[config.mk]
export PLATFORM = sky130hd
export DESIGN_NAME = alu_dispatch
export DESIGN_NICKNAME = d
export VERILOG_FILES = /design/src/rtl/alu_dispatch.sv
export SDC_FILE = /design/constraint.sdc
export NUM_CORES = 1
export LEC_CHECK = 0
export BUFFER_PORTS_ARGS = -buffer_cell sky130_fd_sc_hd__buf_2
export CAP_MARGIN = 10
export CORE_ASPECT_RATIO = 0.8
export CORE_MARGIN = 2
export CORE_UTILIZATION = 48
export CTS_BUF_LIST = sky130_fd_sc_hd__clkbuf_8 sky130_fd_sc_hd__clkbuf_16
export CTS_CLUSTER_DIAMETER = 120
export DETAILED_ROUTE_END_ITERATION = 10
export MAX_ROUTING_LAYER = met4
export PLACE_DENSITY = 0.68
export REMOVE_ABC_BUFFERS = 1
export SLEW_MARGIN = 20
export SYNTH_ARGS = -nofsm -noshare
export SYNTH_HDL_FRONTEND = slang
export SYNTH_SLANG_ARGS = --single-unit
[constraint.sdc]
create_clock -name clk -period 7.3 [get_ports clk]
set_input_delay 0.365 -clock clk [delete_from_list [all_inputs] [get_ports clk]]
set_output_delay 0.365 -clock clk [all_outputs]
set_load 0.01 [all_outputs]
[src/rtl/alu_dispatch.sv]
// Issue-side dispatcher for the SCM16 ALU: reads operands from an 8x16 register
// file, drives the ALU for ALU_WAIT cycles, then writes the result back and reports.
module alu_dispatch #(
  parameter int unsigned ALU_WAIT = 1,
  parameter int unsigned NREGS    = 8
) (
  input  logic        clk,
  input  logic        rst,
  input  logic        cmd_valid,
  output logic        cmd_ready,
  input  logic [15:0] cmd_instr,
  input  logic        ld_en,
  input  logic [2:0]  ld_addr,
  input  logic [15:0] ld_data,
  output logic [15:0] alu_instruction,
  output logic [15:0] alu_input_1,
  output logic [15:0] alu_input_2,
  output logic        alu_enable,
  input  logic [15:0] alu_result,
  output logic        rsp_valid,
  output logic [15:0] rsp_data,
  output logic        rsp_err
);

  typedef enum logic [1:0] {IDLE, ISSUE, WB} state_t;

  localparam logic [3:0] WAIT_LAST = 4'(ALU_WAIT - 1);

  state_t      state_q, state_d;
  logic [12:0] instr_q, instr_d;
  logic        err_q, err_d;
  logic [15:0] result_q, result_d;
  logic [3:0]  wait_q, wait_d;
  logic [15:0] regs_q [NREGS];
  logic [15:0] regs_d [NREGS];

  logic [3:0] opcode;
  logic [2:0] dst, src_a, src_b;
  logic       issuing;
  logic       unused_instr_bits;

  assign opcode = instr_q[3:0];
  assign dst    = instr_q[6:4];
  assign src_a  = instr_q[9:7];
  assign src_b  = instr_q[12:10];
  assign unused_instr_bits = ^cmd_instr[15:13];

  always_comb begin
    state_d  = state_q;
    instr_d  = instr_q;
    err_d    = err_q;
    result_d = result_q;
    wait_d   = wait_q;
    regs_d   = regs_q;
    case (state_q)
      IDLE: begin
        // Load lands at the handshake edge, so a same-cycle command reads the new value
        if (ld_en) regs_d[ld_addr] = ld_data;
        if (cmd_valid) begin
          instr_d  = cmd_instr[12:0];
          err_d    = (cmd_instr[3:0] > 4'd11);
          result_d = '0;
          wait_d   = '0;
          state_d  = (cmd_instr[3:0] > 4'd11) ? WB : ISSUE;
        end
      end
      ISSUE: begin
        if (wait_q == WAIT_LAST) begin
          result_d = alu_result;
          wait_d   = '0;
          state_d  = WB;
        end else begin
          wait_d = wait_q + 4'd1;
        end
      end
      WB: begin
        if (!err_q) regs_d[dst] = result_q;
        state_d = IDLE;
      end
      default: state_d = IDLE;
    endcase
  end

  always_ff @(posedge clk or posedge rst) begin
    if (rst) begin
      state_q  <= IDLE;
      instr_q  <= '0;
      err_q    <= 1'b0;
      result_q <= '0;
      wait_q   <= '0;
      for (int unsigned i = 0; i < NREGS; i++) regs_q[i] <= '0;
    end else begin
      state_q  <= state_d;
      instr_q  <= instr_d;
      err_q    <= err_d;
      result_q <= result_d;
      wait_q   <= wait_d;
      regs_q   <= regs_d;
    end
  end

  assign issuing         = (state_q == ISSUE);
  assign cmd_ready       = (state_q == IDLE);
  assign alu_enable      = issuing;
  assign alu_instruction = issuing ? {12'd0, opcode} : '0;
  assign alu_input_1     = issuing ? regs_q[src_a] : '0;
  assign alu_input_2     = issuing ? regs_q[src_b] : '0;
  assign rsp_valid       = (state_q == WB);
  assign rsp_err         = rsp_valid & err_q;
  assign rsp_data        = (rsp_valid && !err_q) ? result_q : '0;

endmodule
## Yosys cells after proc, flatten, opt, wreduce, memory -nomap -nowiden

Index checks and enable logic that the tools add are counted.

| operators by class | value |
|---|---|
| add/sub/neg operators | 1 |
| order comparisons | 7 |
| bitwise logic cells | 5 |
| reductions and logical operators | 13 |
| equality and inequality tests | 6 |
| muxes and demuxes | 29 |

Operators with widths:

| kind | count |
|---|---|
| $bwmux W128 | 2 |
| $mux W128 | 2 |
| $pmux W128 S2 | 1 |
| $mux W16 | 11 |
| $bmux W16 S3 | 2 |
| $demux W16 S3 | 2 |
| $pmux W16 S2 | 1 |
| $ge A4 B4 Y1 const B | 4 |
| $not A3 Y4 | 4 |
| $mux W4 | 3 |
| $lt A4 B1 Y1 const B | 2 |
| $pmux W4 S2 | 1 |
| $mux W2 | 3 |
| $reduce_and A2 Y1 | 3 |
| $reduce_and A3 Y1 | 2 |
| $add A4 B1 Y4 const B | 1 |
| $gt A4 B4 Y1 const B | 1 |
| $logic_not A4 Y1 | 1 |
| $ne A2 B1 Y1 const B | 2 |
| $ne A2 B2 Y1 const B | 2 |
| $pmux W2 S2 | 1 |
| $reduce_bool A2 Y1 | 2 |
| $logic_and A1 B1 Y1 | 3 |
| $eq A2 B1 Y1 const B | 1 |
| other kinds (4) | 4 |

| word-level totals | value |
|---|---|
| bits of input ports | 55 |
| register bits after elaboration | 164 |

## Longest topological paths before layout

| depth | value |
|---|---|
| depth after elaboration | 8 |
| mapped depth | 8 |
| gate-level depth less buffers | 6 |

## Worst setup path after synthesis

OpenSTA, ideal clock, no wires.

| timing path | value |
|---|---|
| path type | register -> output |
| start | register instr_q[7] |
| end | output alu_input_1[10] |
| path slack | 5.314 ns |
| data required time | 6.935 ns |
| stages on the path, launching flop included | 6 |
| arrival | 1.621 ns |
| path buffers | 2 |
| path through | dfrtp_1 clkbuf_1 buf_2 mux4_2 mux2i_1 nor2_1 |

| on the way | value |
|---|---|
| word-level cells in the longest chain between the ends | 5 |

RTL lines:

| element | line | RTL |
|---|---|---|
| start: declaration | 30 | `logic [12:0] instr_q, instr_d;` |
| start signal: assignment | 94 | `instr_q <= instr_d;` |
| $not A3 Y4 (not written as such) | 106 | `assign alu_input_1 = issuing ? regs_q[src_a] : '0;` |
| $bmux W16 S3 | 106 |  |
| $mux W16 (not written as such) (2 in a row) | 106 |  |
| $mux W16 | 106 |  |
| end: declaration | 16 | `output logic [15:0] alu_input_1,` |

No other way between the ends. The select of a mux whose other input is x is not followed.

## Worst setup path in the final report

| timing path | value |
|---|---|
| start | register instr_q[10] |
| end | output alu_input_2[13] |

| on the way | value |
|---|---|
| word-level cells in the longest chain between the ends | 5 |

RTL lines:

| element | line | RTL |
|---|---|---|
| $not A3 Y4 (not written as such) | 107 | `assign alu_input_2 = issuing ? regs_q[src_b] : '0;` |
| $bmux W16 S3 | 107 |  |
| $mux W16 (not written as such) (2 in a row) | 107 |  |
| $mux W16 | 107 |  |
| end: declaration | 17 | `output logic [15:0] alu_input_2,` |

No other way between the ends. The select of a mux whose other input is x is not followed.

==> reports/metrics.cfg <==
[routing]
dr.first_iter.drc_count=811
dr_total_vias=7774
firstDrtPassIters=5
routed_wl_mm=30.89
vias_per_cell=6.588
route.antenna.remaining_nets=0
wl_per_cell_um=26.17
drc_errors=0

[floorplanning]
ios=123
initial_utilization_pct=49.10
fp.dieW_um=166.9
core_um2=20760
rows=47
die_area_um2=22420
die_y_um=134.3

[power_and_ir_drop]
power_density_nw_per_um2=411.3
power.switching_mw=1.872
seqPwrFrac_pct=35.3
total_leakage_power_nw=5.415
clock_power_share_pct=18.6
swShare_pct=40.17
power_mw=4.659
pwr-share-comb_pct=46.1
ir_drop_v=0.0002624
p_int_mw=2.788

[logic_synthesis]
ys_ff_latch=164
syn_inst=827
synth.most_common_cell=dfrtp_1
netlist-cell-type-count=36
syn_area_per_cell_um2=12.32
async_reset_ff_share_pct=100.0
synth_common_cells=dfrtp_1 (164), o22ai_1 (128), mux2_4 (80)
synth_top_area_share_pct=40.27
yosys_warnings=0
syn_area_um2=10190
yosys.area.top_type=dfrtp_1
synth_edf_count=0
synth_area_leaders=dfrtp_1 (40%), mux4_2 (14%), mux2_4 (12%), o22ai_1 (7.9%), mux2_2 (6.8%)
synth-seq-area-share_pct=40.27
ys.flop_type=dfrtp_1

[place]
place_inst=1149
port_buffers=107
hpwlAfterDp_mm=17.92
pre_cts_ws_ns=4.526
routabilityCongestion=0.8565

[clocking]
cts-htree-levels=4
cts_root_buf=clkbuf_16
clockBufferDepth=2
numCtsBuffers=17
postCtsResizedCells=0
cts_setup_buffers=0
clk_pin_slew_ns=0.06
holdBufCountCts=0
tritoncts=built
clk_latency_ns=0.43
cts.sinks=164

[timing]
finClkSkew_ns=0.007340
rsz0062_at_grt=no
finalHoldViolCount=0
worst_slew_pin_slew_ns=1.170
period_share_pct=42.46
finalWorstPathRequiredPeriod_ns=3.100
finalMaxSlewViolations=0
finalWorstSetupSlack_ns=4.200
slew_headroom_pct=21.77
fin_setup_tns_ns=0
finalSetupViolations=0
fmax_ghz=0.3226

[finish]
drive_above_1_share_pct=43.36
nNetsFinal=956
fillers=1790
antenna_cells=0
syn_to_final_growth_pct=11.15
finalNonFillerCells=1180

[run]
cap_violations=0

[status]
status=completed

[critical_path]
critPathArrivalTime_ns=2.73
crit_family=multiplexers
cp.required_ns=6.93
cp_cell_sequence=buf_4, mux4_2, mux2i_1, nor2_1, buf_2
crit_buf_inv=2
slowest_delay_ns=0.73
critPathSlowestCell=dfrtp_2
crit_path_start_kind=flip-flop
end_kind=primary output
crit_fanout=19
r2r_slack_ns=4.40
crit_type=reg -> out

[grt]
grt_max_degree=89
grt_usage_pct=29.03
gr-total-overflow=0
grt_pass1_vias=7946
antenna_found_initial=0
grt_pass1_wl_mm=47.27

[worst_hold_path]
holdCritPathClass=in -> async

## final timing paths
kind,start,to,cells after the start
worst max register to register,instr_q[5],regs_q[75],4
min in group clk,alu_result[15],result_q[15],3
worst min register to register,instr_q[0],instr_q[0],1
worst min-delay path,rst,regs_q[103],2
worst max-delay path,instr_q[10],alu_input_2[13],5
max in group asynchronous,rst,regs_q[90],3
## final cells by class
| cell class | instances | area [um2] | area share (%) |
|---|---|---|---|
| tap | 269 | 336.6 | 2.971 |
| inverter | 5 | 26.28 | 0.2319 |
| clock buffer | 17 | 425.4 | 3.755 |
| multi-input combinational | 581 | 5600 | 49.44 |
| clock inverter | 14 | 125.1 | 1.104 |
| timing repair buffer | 130 | 708.2 | 6.251 |
| sequential | 164 | 4106 | 36.25 |
## stage by stage
step / cell area, um2 / hold slack [ns] / utilization, %
2_1_floorplan: 9726 / 0.4515 / -
3_3_place_gp: 10780 / 0.4806 / 51.92
3_5_place_dp: 10780 / 0.4847 / 51.92
4_1_cts: 11330 / 0.1179 / 54.57
5_1_grt: 11330 / 0.1220 / 54.57
6_report: 11330 / 0.1015 / 54.57
## sequential cells by signal (all words and copies together), names as in the netlist
register / flops
instr_q: 13
result_q: 16
wait_q: 4
regs_q: 128
state_q: 2
err_q: 1
## power groups by stage
stage	Sequential, mW	Combinational, mW	Clock, mW
2_1_floorplan	1.62	1.44	0
3_3_place_gp	1.62	2.08	0
3_5_place_dp	1.64	2.11	0
4_1_cts	1.63	2.13	0.872
5_1_grt	1.69	2.27	0.908
6_report	1.64	2.15	0.867
## layout by cell type, fill, tap and decap left out, drive strengths merged, types with 9 or more instances in the layout
cell type	synthesis	layout
mux2	142	142
inv	5	9
buf	55	130
clkbuf	33	17
nand2	69	69
o22ai	128	128
nor2	66	66
o21ai	12	12
nand3	19	19
mux4	64	64
mux2i	32	32
conb	1	12
dfrtp	164	164
## cell families after synthesis
family	synth area share (%)
AO/OA/AOI/OAI	9.796
adder cells (fa/ha/maj)	0.2455
buffers and inverters	5.193
flip-flops	40.27
multiplexers	35.92
other	0.03679
AND/OR/NAND/NOR	8.544
## routing by layer
metal | wire (um) | up-vias | part of all wire [%] | GRT usage (%)
met5 | 0 | - | 0 | -
met4 | 872 | 0 | 2.8 | 10.34
met3 | 3006 | 77 | 9.7 | 7.819
met2 | 13860 | 404 | 45 | 42.59
met1 | 13150 | 4040 | 43 | 39.09
li1 | - | 3253 | - | -
No activity file was read; power rests on OpenSTA's default activity.
